**config.mk**
```make
export PLATFORM = sky130hd
export DESIGN_NAME = logic_unit_seq_flat
export DESIGN_NICKNAME = d
export VERILOG_FILES = /design/src/rtl/logic_unit_pkg.sv /design/src/rtl/logic_unit_seq_if.sv /design/src/rtl/shift_step.sv /design/src/rtl/logic_unit_seq.sv /design/src/flat_wrapper.sv
export SDC_FILE = /design/constraint.sdc
export NUM_CORES = 1
export LEC_CHECK = 0
export ABC_AREA = 1
export ABC_CLOCK_PERIOD_IN_PS = 2600
export CAP_MARGIN = 20
export CORE_ASPECT_RATIO = 0.5
export CORE_MARGIN = 4
export CORE_UTILIZATION = 50
export CTS_CLUSTER_DIAMETER = 60
export DETAILED_ROUTE_END_ITERATION = 16
export GPL_TIMING_DRIVEN = 0
export PLACE_DENSITY = 0.74
export SYNTH_ARGS = -nofsm -noshare
export SYNTH_HDL_FRONTEND = slang
export SYNTH_SLANG_ARGS = --single-unit
```
**constraint.sdc**
```tcl
create_clock -name clk -period 2.6 [get_ports clk]
set_input_delay 0.52 -clock clk [delete_from_list [all_inputs] [get_ports clk]]
set_output_delay 0.52 -clock clk [all_outputs]
set_load 0.02 [all_outputs]
```
**src/rtl/logic_unit_pkg.sv**
```systemverilog
// logic_unit_pkg: op-codes, FSM states and op classification shared by
// logic_unit_seq and the ALU decoder.
// Optional feature macro: LOGIC_UNIT_POPCNT_EN (enables op 1110 = POPCNT).
package logic_unit_pkg;

   localparam int unsigned OP_W = 4;

   localparam logic [OP_W-1:0] OP_AND    = 4'b0011;
   localparam logic [OP_W-1:0] OP_OR     = 4'b0100;
   localparam logic [OP_W-1:0] OP_XOR    = 4'b0101;
   localparam logic [OP_W-1:0] OP_NOT    = 4'b0110;
   localparam logic [OP_W-1:0] OP_NAND   = 4'b0111;
   localparam logic [OP_W-1:0] OP_NOR    = 4'b1000;
   localparam logic [OP_W-1:0] OP_XNOR   = 4'b1001;
   localparam logic [OP_W-1:0] OP_SHL    = 4'b1010;
   localparam logic [OP_W-1:0] OP_SHR    = 4'b1011;
   localparam logic [OP_W-1:0] OP_ROL    = 4'b1100;
   localparam logic [OP_W-1:0] OP_ROR    = 4'b1101;
   localparam logic [OP_W-1:0] OP_POPCNT = 4'b1110;

   typedef enum logic [1:0] {
      ST_IDLE  = 2'd0,
      ST_SHIFT = 2'd1,
      ST_DONE  = 2'd2
   } state_t;

   typedef enum logic [1:0] {
      CLS_LOGIC   = 2'd0,
      CLS_SHIFT   = 2'd1,
      CLS_POPCNT  = 2'd2,
      CLS_ILLEGAL = 2'd3
   } op_class_t;

   // Result flags, registered alongside the result
   typedef struct packed {
      logic zero;
      logic parity;
      logic carry;
      logic err;
   } flags_t;

   // Classify an op-code; POPCNT is legal only when the feature is built in
   function automatic op_class_t classify_op(input logic [OP_W-1:0] op);
      op_class_t cls;
      cls = CLS_ILLEGAL;
      case (op)
         OP_AND, OP_OR, OP_XOR, OP_NOT,
         OP_NAND, OP_NOR, OP_XNOR:        cls = CLS_LOGIC;
         OP_SHL, OP_SHR, OP_ROL, OP_ROR:  cls = CLS_SHIFT;
`ifdef LOGIC_UNIT_POPCNT_EN
         OP_POPCNT:                       cls = CLS_POPCNT;
`endif
         default:                         cls = CLS_ILLEGAL;
      endcase
      return cls;
   endfunction

endpackage

```
**src/rtl/logic_unit_seq_if.sv**
```systemverilog
// logic_unit_seq_if: operand/result handshake bundle for logic_unit_seq.
// master = operand/decode side, slave = the logic unit.
interface logic_unit_seq_if #(
   parameter int unsigned WIDTH = 8
);
   logic             in_valid;
   logic             in_ready;
   logic [WIDTH-1:0] A;
   logic [WIDTH-1:0] B;
   logic [3:0]       op_sel;
   logic             out_valid;
   logic             out_ready;
   logic [WIDTH-1:0] result;
   logic             zero;
   logic             parity;
   logic             carry;
   logic             err;

   modport master (
      output in_valid, A, B, op_sel, out_ready,
      input  in_ready, out_valid, result, zero, parity, carry, err
   );

   modport slave (
      input  in_valid, A, B, op_sel, out_ready,
      output in_ready, out_valid, result, zero, parity, carry, err
   );
endinterface

```
**src/rtl/shift_step.sv**
```systemverilog
// shift_step: one-position shift or rotate of the working register.
// Left/right selected by i_left; i_rot feeds the leaving bit back in,
// otherwise the vacated position is zero-filled.
module shift_step #(
   parameter int unsigned WIDTH = 8
) (
   input  logic [WIDTH-1:0] i_val,
   input  logic             i_left,
   input  logic             i_rot,
   output logic [WIDTH-1:0] o_val,
   output logic             o_out
);

   // Single-step shift/rotate and the bit that leaves the register
   always_comb begin
      o_val = i_val;
      o_out = 1'b0;
      if (i_left) begin
         o_out = i_val[WIDTH-1];
         o_val = {i_val[WIDTH-2:0], i_rot & i_val[WIDTH-1]};
      end else begin
         o_out = i_val[0];
         o_val = {i_rot & i_val[0], i_val[WIDTH-1:1]};
      end
   end

endmodule

```
**src/rtl/logic_unit_seq.sv**
```systemverilog
// logic_unit_seq: handshaked logic unit with multi-cycle shift/rotate and
// registered result flags (zero, parity, carry, err).
// Optional feature macro: LOGIC_UNIT_POPCNT_EN (op 1110 = count of ones in A).
module logic_unit_seq
   import logic_unit_pkg::*;
#(
   parameter int unsigned WIDTH = 8
) (
   input  logic            clk,
   input  logic            rst_n,
   logic_unit_seq_if.slave bus
);

   // Shift amount width is derived from WIDTH
   localparam int unsigned SAW = $clog2(WIDTH);

   state_t           r_state;
   state_t           w_next;
   logic [WIDTH-1:0] r_work;
   logic [WIDTH-1:0] r_result;
   logic [SAW-1:0]   r_cnt;
   logic             r_left;
   logic             r_rot;
   flags_t           r_flags;

   logic [WIDTH-1:0] w_imm;
   logic [WIDTH-1:0] w_step;
   logic             w_step_out;
   logic [SAW-1:0]   w_amt;
   op_class_t        w_cls;
   logic             w_shift_go;
   logic             w_accept;
   logic             w_in_ready;
   logic             w_out_valid;
   logic             w_last_step;

   assign w_amt       = bus.B[SAW-1:0];
   assign w_cls       = classify_op(bus.op_sel);
   assign w_shift_go  = (w_cls == CLS_SHIFT) && (w_amt != '0);
   assign w_accept    = bus.in_valid & w_in_ready;
   assign w_last_step = (r_state == ST_SHIFT) && (r_cnt <= SAW'(1));

`ifdef LOGIC_UNIT_POPCNT_EN
   logic [WIDTH-1:0] w_popcnt;

   // Number of ones in A, zero-extended to the result width
   always_comb begin
      int unsigned v_cnt;
      v_cnt = 0;
      for (int i = 0; i < int'(WIDTH); i++) begin
         v_cnt = v_cnt + 32'(bus.A[i]);
      end
      w_popcnt = WIDTH'(v_cnt);
   end
`endif

   // Single-cycle result: logic ops, shifts by zero, popcount, illegal (0)
   always_comb begin
      w_imm = '0;
      case (bus.op_sel)
         OP_AND:  w_imm = bus.A & bus.B;
         OP_OR:   w_imm = bus.A | bus.B;
         OP_XOR:  w_imm = bus.A ^ bus.B;
         OP_NOT:  w_imm = ~bus.A;
         OP_NAND: w_imm = ~(bus.A & bus.B);
         OP_NOR:  w_imm = ~(bus.A | bus.B);
         OP_XNOR: w_imm = ~(bus.A ^ bus.B);
         OP_SHL, OP_SHR,
         OP_ROL, OP_ROR: w_imm = bus.A;
`ifdef LOGIC_UNIT_POPCNT_EN
         OP_POPCNT: w_imm = w_popcnt;
`endif
         default: w_imm = '0;
      endcase
   end

   shift_step #(
      .WIDTH (WIDTH)
   ) u_shift_step (
      .i_val  (r_work),
      .i_left (r_left),
      .i_rot  (r_rot),
      .o_val  (w_step),
      .o_out  (w_step_out)
   );

   // FSM state register
   always_ff @(posedge clk or negedge rst_n) begin
      if (!rst_n) begin
         r_state <= ST_IDLE;
      end else begin
         r_state <= w_next;
      end
   end

   // FSM next-state: DONE may consume and re-accept on the same edge
   always_comb begin
      w_next = r_state;
      case (r_state)
         ST_IDLE: begin
            if (w_accept) begin
               w_next = w_shift_go ? ST_SHIFT : ST_DONE;
            end
         end
         ST_SHIFT: begin
            if (w_last_step) begin
               w_next = ST_DONE;
            end
         end
         ST_DONE: begin
            if (w_accept) begin
               w_next = w_shift_go ? ST_SHIFT : ST_DONE;
            end else if (bus.out_ready) begin
               w_next = ST_IDLE;
            end
         end
         default: w_next = ST_IDLE;
      endcase
   end

   // FSM outputs: handshake controls decoded from the state register
   always_comb begin
      w_in_ready  = 1'b0;
      w_out_valid = 1'b0;
      case (r_state)
         ST_IDLE: begin
            w_in_ready = 1'b1;
         end
         ST_DONE: begin
            w_out_valid = 1'b1;
            w_in_ready  = bus.out_ready;
         end
         default: begin
            w_in_ready  = 1'b0;
            w_out_valid = 1'b0;
         end
      endcase
   end

   // Datapath: capture operands on accept, step shifts, register result+flags
   always_ff @(posedge clk or negedge rst_n) begin
      if (!rst_n) begin
         r_work   <= '0;
         r_result <= '0;
         r_cnt    <= '0;
         r_left   <= 1'b0;
         r_rot    <= 1'b0;
         r_flags  <= '0;
      end else if (w_accept) begin
         if (w_shift_go) begin
            r_work <= bus.A;
            r_cnt  <= w_amt;
            r_left <= (bus.op_sel == OP_SHL) || (bus.op_sel == OP_ROL);
            r_rot  <= (bus.op_sel == OP_ROL) || (bus.op_sel == OP_ROR);
         end else begin
            r_result       <= w_imm;
            r_flags.zero   <= ~|w_imm;
            r_flags.parity <= ^w_imm;
            r_flags.carry  <= 1'b0;
            r_flags.err    <= (w_cls == CLS_ILLEGAL);
         end
      end else if (r_state == ST_SHIFT) begin
         r_work <= w_step;
         r_cnt  <= r_cnt - SAW'(1);
         if (w_last_step) begin
            r_result       <= w_step;
            r_flags.zero   <= ~|w_step;
            r_flags.parity <= ^w_step;
            r_flags.carry  <= w_step_out;
            r_flags.err    <= 1'b0;
         end
      end
   end

   assign bus.in_ready  = w_in_ready;
   assign bus.out_valid = w_out_valid;
   assign bus.result    = r_result;
   assign bus.zero      = r_flags.zero;
   assign bus.parity    = r_flags.parity;
   assign bus.carry     = r_flags.carry;
   assign bus.err       = r_flags.err;

endmodule
```
**src/flat_wrapper.sv**
```systemverilog
// flat-port wrapper written by rule: the top's interface ports become plain ports
module logic_unit_seq_flat import logic_unit_pkg::*;
#(
   parameter int unsigned WIDTH = 8
)
  (clk, rst_n, bus_in_valid, bus_A, bus_B, bus_op_sel, bus_out_ready, bus_in_ready, bus_out_valid, bus_result, bus_zero, bus_parity, bus_carry, bus_err);
  logic_unit_seq_if #(.WIDTH(WIDTH)) bus_i ();
  input  logic clk;
  input  logic rst_n;
  input wire logic [$bits(bus_i.in_valid)-1:0] bus_in_valid;
  input wire logic [$bits(bus_i.A)-1:0] bus_A;
  input wire logic [$bits(bus_i.B)-1:0] bus_B;
  input wire logic [$bits(bus_i.op_sel)-1:0] bus_op_sel;
  input wire logic [$bits(bus_i.out_ready)-1:0] bus_out_ready;
  output wire logic [$bits(bus_i.in_ready)-1:0] bus_in_ready;
  output wire logic [$bits(bus_i.out_valid)-1:0] bus_out_valid;
  output wire logic [$bits(bus_i.result)-1:0] bus_result;
  output wire logic [$bits(bus_i.zero)-1:0] bus_zero;
  output wire logic [$bits(bus_i.parity)-1:0] bus_parity;
  output wire logic [$bits(bus_i.carry)-1:0] bus_carry;
  output wire logic [$bits(bus_i.err)-1:0] bus_err;
  assign bus_i.in_valid = bus_in_valid;
  assign bus_i.A = bus_A;
  assign bus_i.B = bus_B;
  assign bus_i.op_sel = bus_op_sel;
  assign bus_i.out_ready = bus_out_ready;
  assign bus_in_ready = bus_i.in_ready;
  assign bus_out_valid = bus_i.out_valid;
  assign bus_result = bus_i.result;
  assign bus_zero = bus_i.zero;
  assign bus_parity = bus_i.parity;
  assign bus_carry = bus_i.carry;
  assign bus_err = bus_i.err;
  logic_unit_seq #(.WIDTH(WIDTH)) u_core (.clk(clk), .rst_n(rst_n), .bus(bus_i));
endmodule
```
* Yosys cells after proc, flatten, opt, wreduce, memory -nomap -nowiden
Memory sizes are Yosys's and may differ from the RTL's.
Index checks and enable logic that the tools add are counted.
** Storage, ports and cells
- Bits in latches :: 0
- Bits of input ports :: 24
- Word-level logic and storage cells :: 87
- Bits in read-only memories :: 32
- Output and inout bits :: 14
- Register bits :: 27
- Memories :: 1
- Bits in writable memories :: 0
** Memory list
- (no name shown) :: words 16, bits a word 2, read ports 1, clocked after memory_dff 0, wr ports 0, line logic_unit_pkg.sv:46 : case (op)
** Operators by class
- Multipliers :: 0
- $add $sub $neg :: 1
- Divide/modulo/power cells :: 0
- Shifts and indexed selects :: 0
- Eq/ne operators :: 20
- Reductions and logical operators :: 19
- Bitwise operators :: 10
- Order comparisons :: 1
- Mux-type cells :: 25
** Operators by type and width (number)
- $mux W8 :: 8
- $pmux W8 S8 :: 1
- $not A8 Y8 :: 4
- $eq A4 B4 Y1 const B :: 6
- $eq A4 B3 Y1 const B :: 4
- $mux W4 :: 4
- $reduce_or A8 Y1 :: 2
- $reduce_xor A8 Y1 :: 2
- $mux W2 :: 5
- $mux W3 :: 3
- $and A8 B8 Y8 :: 1
- $or A8 B8 Y8 :: 1
- $xor A8 B8 Y8 :: 1
- $ne A2 B1 Y1 const B :: 3
- $pmux W2 S3 :: 1
- $reduce_and A3 Y1 :: 2
- $eq A2 B1 Y1 const B :: 2
- $eq A2 B2 Y1 const B :: 2
- $eq A4 B2 Y1 const B :: 1
- $reduce_and A2 Y1 :: 2
- $reduce_bool A2 Y1 :: 2
- $reduce_or A4 Y1 :: 1
- $and A1 B1 Y1 :: 3
- $le A3 B1 Y1 const B :: 1
- 10 further kinds :: 14

* Depth between registers and ports, before layout
Gate-level depths: netlist of run 1.
- Depth in word-level cells :: 7
- Mapped depth :: 16
- Gate-level depth less buffers :: 15

* Modules after synthesis
Synthesis of run 1 repeated with hierarchy kept, for this count alone.
** Unflattened totals
- Cells, all modules :: 437
- Area, all modules :: 2700.1 µm²
** Modules (own cells, without submodules)
- logic_unit_seq :: sequential area each 675.6 µm², instances 1, cells an instance 408, area each 2576.2 µm²
- shift_step :: sequential area each 0.0 µm², instances 1, cells an instance 29, area each 123.9 µm²

* Worst setup path after synthesis of run 1
Ideal clock, no wire load.
- Kind :: input-to-reg
- Start point :: input port bus_op_sel[2]
- End point :: register, netlist name u_core.bus.parity
- Arrival time :: 2.086 ns
- Required time :: 2.483 ns
- Library setup time :: 0.117 ns
- Buffers on the path :: 2
- Path slack :: 0.397 ns
- Stages on the path :: 16
- Cells stage by stage :: clkbuf_2 inv_1 nor2_4 buf_4 nand3_1 nand2_1 nor2_1 nand2_1 inv_1 ha_1 xor2_1 inv_1 nand2_1 nand3_1 nand3_1 nand2_1
** On the way
- Longest elaborated chain between the ends :: 6
- Elaborated cells on any way between the ends :: 21
- Classes of those cells :: 13 x eq/ne; 3 x mux; 4 x reduce/logical; 1 x memory
** RTL lines
- start, declared :: line flat_wrapper.sv:13 : input wire logic [$bits(bus_i.op_sel)-1:0] bus_op_sel;
- $eq A4 B4 Y1 :: line logic_unit_seq.sv:60 : case (bus.op_sel)
- $reduce_or A4 Y1 :: line logic_unit_seq.sv:60
- $pmux W8 S8 :: line logic_unit_seq.sv:60
- $reduce_xor A8 Y1 :: line logic_unit_seq.sv:158 : r_flags.parity <= ^w_imm;
- $mux W4 :: line logic_unit_seq.sv:150 : if (w_shift_go) begin
- $mux W4 :: line logic_unit_seq.sv:149 : end else if (w_accept) begin
Parallel ways exist; a longest one is shown, timed or not. The select of a mux whose other input is x is not followed.
A chain may end at the register's enable or synchronous reset.

* Worst setup path after layout of run 1
- Start point :: input port bus_A[1]
- End point :: register, netlist name u_core.bus.parity
** On the way
- Longest elaborated chain between the ends :: 6
- Elaborated cells on any way between the ends :: 11
- Classes of those cells :: 3 x mux; 7 x bitwise; 1 x reduce/logical
** RTL lines
- start, declared :: line flat_wrapper.sv:11 : input wire logic [$bits(bus_i.A)-1:0] bus_A;
- $xor A8 B8 Y8, or another cell as far along :: line logic_unit_seq.sv:63, logic_unit_seq.sv:67
- $not A8 Y8 (on tied branches) :: line logic_unit_seq.sv:67, logic_unit_seq.sv:65, logic_unit_seq.sv:66
- $pmux W8 S8 (*) :: line logic_unit_seq.sv:60
- $reduce_xor A8 Y1 (*) :: line logic_unit_seq.sv:158
- $mux W4 (*) :: line logic_unit_seq.sv:150
- $mux W4 (*) :: line logic_unit_seq.sv:149
Every way passes the cells marked *; elsewhere a longest branch is shown, timed or not. The select of a mux whose other input is x is not followed.

==> out/metrics.cfg, run 1 <==
[status]
outcome=complete, no violations

[logic_synthesis]
synth_edf_count=0
synth_most_common_cell=nand2_1
synthTopCellsByArea=dfrtp_1 (25%), nand2_1 (14%), ha_1 (12%), inv_1 (8.0%), nand3_1 (7.3%)
synth_top_area_share_pct=25.4
synth_top_cells_by_count=nand2_1 (102), inv_1 (57), nor2_1 (44)
synth.cell_area_um2=2660
syn_area_per_cell_um2=6.51
syn-instance-count=409
yosysWarnings=0
async_flop_share_pct=100
synth_top_cell_by_area=dfrtp_1
synth_cell_type_count=28
ys_ff_latch=27
synth_top_flop_cell=dfrtp_1
yosysSeqAreaShare_pct=25.4
synth_nets=459

[worst_setup_path]
cp_cell_sequence=clkdlybuf4s50_1 -> inv_1 -> ha_1 -> nand3b_1 -> nand2_1 -> nor2_1 -> nand2_1 -> inv_1 -> ha_1 -> xor2_1 -> inv_1 -> nand2_1 -> nand3_1 -> nand3_1 -> nand2_1
cp_data_arrival_time_ps=2660
crit_family=buffers and inverters
crit_path_end_kind=flop
critPathMaxFanout=3
critPathMaxStageDelay_ps=520
cpMaxStageDelayCell=clkdlybuf4s50_1
crit_path_start_kind=input port
criticalPathCategory=input port to flop
worstPathRequired_ps=2780
crit_top_cell=nand2_1
path_buf_inv=4

[floorplanning]
die_y_um=59.6
core_area_um2=5040
die_w_um=111
ioPinCount=38
die_area_um2=6630
rows=18
initial_core_util_pct=52.8

[detailed_routing]
drt_iter0_drc=247
wirelength_um=7940
route.detailed.drc=0
firstDrtPassIters=5
wl_per_cell_um=15.2
drtAntennaViolNets=0
vias=2853
viasPerCell=5.48

[grt]
track_usage_pct=24.2
grt_pass1_vias=2645
grt_max_degree=16
antenna_found_initial=0
grt_overflow=0
grt_pass1_wl_um=12900

[final_layout]
diodes=0
instances_no_fill=521
nFillCells=475
syn_to_final_growth_pct=22.0
multi_input_area_um2=1710
ff_latch_area_um2=676
drive_above_1_share_pct=10.4
nets=502
design_area_um2=3250

[job]
cap_viol_max_count=0

[timing]
rsz0062_at_grt=no
post-route-min-period_ps=2470
finClkSkew_ps=3.14
post-route-period-util_pct=95.2
relSlewSlack_pct=49.6
report.final.slew_viol_count=0
setup_viol=0
worstMarginPinSlew_ps=753
max_freq_mhz=404
hold_viol_final=0
hold_ws_ps=482

[clock_tree]
cts-htree-levels=1
path_clk_slew_ps=100
insertion_delay_ps=280
clock-sinks=27
cts_made_buffers=3
clockRootBuffer=clkbuf_8
cts_buffer_depth=2
cts_tree=done

[pwr]
cellLeakagePower_nw=1.71
power_mw=2.37
max-vdd-ir-drop_mv=0.340
cellPowerDensity_nw_per_um2=729

[worst_hold_path]
hp-class=flop to flop

[placement]
place_area_um2=3130
place_congestion=0.918
dp_hpwl_um=6090
dp.cells=516
io_buffers=36

[cell type report]
type                       count  share of cell area (%)
sequential                    27                    20.8
buffer                        15                    3.35
inverter                      59                    6.82
clock inverter                 1                   0.154
timing repair buffer          38                    12.2
tap                           70                    2.70
multi-input combinational    308                    52.7
clock buffer                   3                    1.27
[worst min-delay path: cells and delay by family (launching register included)]
kind             cells  cell delay (ps)
and+or+nand+nor      2              110
DFF                  1              360
[routing by layer]
layer	vias to the layer above	global-route usage, %	part of all wire, %
li1	1400	-	-
met1	1304	34.0	46
met2	137	40.8	45
met3	12	2.96	8.6
met4	0	4.85	0.78
met5	-	0	0
[worst paths after layout]
path / start / endpoint / slack, ps / cells after the start
max: bus_A[1] / u_core.bus.parity$_DFFE_PN0P_ / 130 / 15
min: u_core.bus.err$_DFFE_PN0P_ / u_core.bus.err$_DFFE_PN0P_ / 480 / 2
max reg2reg: u_core.r_left$_DFFE_PN0N_ / u_core.bus.parity$_DFFE_PN0P_ / 540 / 10
min reg2reg: u_core.bus.err$_DFFE_PN0P_ / u_core.bus.err$_DFFE_PN0P_ / 480 / 2
max in group asynchronous: rst_n / u_core.r_work[2]$_DFFE_PN0P_ / 1370 / 2
min in group asynchronous: rst_n / u_core.bus.err$_DFFE_PN0P_ / 670 / 1
[through the flow]
step	setup TNS (ps)	worst slack, ps	util, %
global placement	-760	-466	61.7
floorplan	0	397	-
CTS	0	36.7	63.6
detailed placement	-909	-533	62.0
global route	0	2.16	64.4
finish	0	125	64.4
[registers in the layout (all words and copies together), names as in the netlist]
name and cells:
u_core.bus.carry 1, u_core.bus.err 1, u_core.bus.parity 1, u_core.bus.result 8, u_core.bus.zero 1, u_core.r_cnt 3, u_core.r_left 1, u_core.r_rot 1
u_core.r_state 2, u_core.r_work 8
[placed cells by master (no fill, tap or decap), types with 2 or more instances in the layout]
cell and count:
nand2_1 101, inv_1 47, nor2_1 43, nand3_1 39, clkdlybuf4s50_1 27, dfrtp_1 27
ha_1 25, o21ai_0 19, nand3b_1 17, a21oi_1 17, o21ai_1 15, inv_2 12
nand4_1 10, nor2_4 7, buf_4 7, dlymetal6s2s_1 7, nand2_2 4, buf_6 3
clkbuf_8 3, clkbuf_1 2, buf_2 2, xor2_1 2, dlygate4sd2_1 2
[power by group]
group / total [mW] / internal [mW] / switching, mW
logic: 1.42 / 0.594 / 0.822
clock network: 0.249 / 0.108 / 0.141
registers: 0.704 / 0.598 / 0.106
total: 2.37 / 1.30 / 1.07
[what timing repair did]
item	CTS	global route
endpoints found under the setup margin	2	1
cloned	0	0
buffers inserted	1	0
gates resized for setup	10	20
hold buffers	0	0
pin swaps	1	3
[logic make-up after synthesis]
| kind of cell | Yosys count | synth area share (%) |
|---|---|---|
| simple gates | 223 | 38.2 |
| buf+inv | 74 | 12.2 |
| compound gates | 55 | 10.7 |
| flops | 27 | 25.4 |
| fa+ha+maj | 26 | 12.2 |
| xor+xnor | 4 | 1.32 |
Note: power is estimated with default switching activity, not from simulation.
==> run 2, diff against run 1 <==
ABC_CLOCK_PERIOD_IN_PS = 2200   (was 2600)
CAP_MARGIN = 30   (was 20)
HOLD_SLACK_MARGIN = 0.03   (was default)
PLACE_DENSITY = 0.77   (was 0.74)
clock period = 2.2 ns   (was 2.6 ns; I/O delays follow)
==> out/metrics.cfg, run 2 (synthesis gave the netlist of run 1 again) <==
[placement]
dp.cells=516  ; unchanged
place_area_um2=3130  ; unchanged
io_buffers=36  ; unchanged
place_congestion=0.945  ; was 0.918
dp_hpwl_um=5960  ; was 6090 um

[grt]
track_usage_pct=25.7  ; was 24.2%
antenna_found_initial=0  ; unchanged
grt_max_degree=16  ; unchanged
grt_pass1_vias=2845  ; was 2645
grt_overflow=0  ; unchanged
grt_pass1_wl_um=13700  ; was 12900 um

[detailed_routing]
drtAntennaViolNets=0  ; unchanged
viasPerCell=5.46  ; was 5.48
route.detailed.drc=0  ; unchanged
firstDrtPassIters=5  ; unchanged
drt_iter0_drc=216  ; was 247
vias=2961  ; was 2853
wirelength_um=8480  ; was 7940 um
wl_per_cell_um=15.7  ; was 15.2 um

[worst_setup_path]
crit_path_start_kind=input port  ; unchanged
worstPathRequired_ps=2380  ; was 2780 ps
cp_data_arrival_time_ps=2290  ; was 2660 ps
criticalPathCategory=input port to flop  ; unchanged
reg2reg_slack_ps=230  ; was 540 ps
r2r_start=u_core.r_left$_DFFE_PN0N_  ; unchanged
crit_path_end_kind=flop  ; unchanged
r2r-end=u_core.bus.parity$_DFFE_PN0P_  ; unchanged
r2r_cells=9  ; was 10
critPathMaxFanout=2  ; was 3

[worst_hold_path]
hold_path_end=u_core.bus.err$_DFFE_PN0P_  ; unchanged
hp-class=flop to flop  ; unchanged
holdPathStages=2  ; unchanged
hp-start=u_core.bus.err$_DFFE_PN0P_  ; unchanged

[floorplanning]
ioPinCount=38  ; unchanged
rows=18  ; unchanged
die_y_um=59.6  ; unchanged
initial_core_util_pct=52.8  ; unchanged
die_area_um2=6630  ; unchanged
core_area_um2=5040  ; unchanged
die_w_um=111  ; unchanged

[clock_tree]
cts-htree-levels=1  ; unchanged
cts_buffer_depth=2  ; unchanged
cts_tree=done  ; unchanged
ctsHoldBuffers=0  ; unchanged
path_clk_slew_ps=100  ; about the same
cts_made_buffers=3  ; unchanged
clockRootBuffer=clkbuf_8  ; unchanged
insertion_delay_ps=280  ; about the same
clock-sinks=27  ; unchanged

[final_layout]
nets=523  ; was 502
instances_no_fill=542  ; was 521
post-route-util_pct=68.7  ; was 64.4%
final_cell_mix=nand2_1 (98), inv_1 (43), nor2_1 (43)  ; was nand2_1 (101), inv_1 (47), nor2_1 (43)
nFillCells=449  ; was 475
syn_to_final_growth_pct=30.2  ; was 22.0%
design_area_um2=3470  ; was 3250 um^2
diodes=0  ; unchanged
drive_above_1_share_pct=19.5  ; was 10.4%
layout_commonest_cell=nand2_1  ; unchanged

[timing]
max_freq_mhz=474
finClkSkew_ps=1.73  ; was 3.14 ps
hold_viol_final=0  ; unchanged
report.final.slew_viol_count=0  ; unchanged
relSlewSlack_pct=54.7  ; was 49.6%
tns_ps=0  ; unchanged
worstMarginPinSlew_ps=678  ; was 753 ps
post-route-period-util_pct=95.8
setup_viol=0  ; unchanged
post-route-min-period_ps=2110

[pwr]
max-vdd-ir-drop_mv=0.398  ; was 0.340 mV
cellPowerDensity_nw_per_um2=847  ; was 729 nW/um^2
cellLeakagePower_nw=1.78  ; was 1.71 nW
power_mw=2.93  ; was 2.37 mW

[job]
cap_viol_max_count=0  ; unchanged

[status]
outcome=complete, no violations  ; unchanged

==> run 2: area by class of cell <==
class / instances / area, um^2 / area share (%)
multi-input cells: 309 / 1820 / 52.6
flip-flops and latches: 27 / 676 / 19.5
repair buffers: 59 / 497 / 14.3
inverters: 59 / 221 / 6.39
plain buffers: 14 / 116 / 3.36
well taps: 70 / 87.6 / 2.53
clock buffers: 3 / 41.3 / 1.19
clock inverters: 1 / 5.00 / 0.144
==> run 2: power by group <==
group | switching (mW) | internal, mW | total, mW
logic | 1.03 | 0.767 | 1.79
registers | 0.137 | 0.707 | 0.843
clock network | 0.169 | 0.128 | 0.297
==> run 2: what timing repair did <==
action / CTS / global route
resized for setup: 45 / 42
cloned: 0 / 3
pin swaps: 13 / 9
endpoints found under the setup margin: 3 / 3
setup buffers: 16 / 4
==> run 2: through the flow <==
stage | hold WS, ps | setup slack (ps)
after global placement | 455 | -767
after global routing | 532 | -6.13
after CTS | 491 | 4.14
after floorplan | 144 | 77.1
final | 490 | 92.1
after detailed placement | 469 | -791
==> run 2: worst max path at each step <==
stage | from | end | cells past startpoint
after global placement | bus_op_sel[1] | u_core.bus.parity$_DFFE_PN0P_ | 15
after floorplan | bus_op_sel[2] | u_core.bus.parity$_DFFE_PN0P_ | 16
after detailed placement | bus_op_sel[1] | u_core.bus.parity$_DFFE_PN0P_ | 15
after global routing | bus_B[5] | u_core.bus.parity$_DFFE_PN0P_ | 15
final | bus_B[7] | u_core.bus.parity$_DFFE_PN0P_ | 15
after CTS | bus_B[1] | u_core.bus.parity$_DFFE_PN0P_ | 15
==> run 2: critical path, stage by stage <==
cell	delay [ps]
dlygate4sd2_1	210
inv_1	50
ha_1	280
nand3b_1	160
nand2_1	80
nor2_1	40
nand2_1	100
inv_1	70
ha_1	280
xor2_1	200
inv_1	80
nand2_1	90
nand3_2	90
nand3_2	70
nand2_1	50
==> run 2: routing by layer <==
layer  share of wire (%)  global-route usage (%)  vias to the layer above  wire length [um]
met1                  45                    34.8                     1368              3790
met5                   0                       0                        -                 0
met3                 9.2                    4.28                       13               781
li1                    -                       -                     1439                 -
met2                  45                    43.7                      141              3810
met4                 1.1                    6.41                        0                97
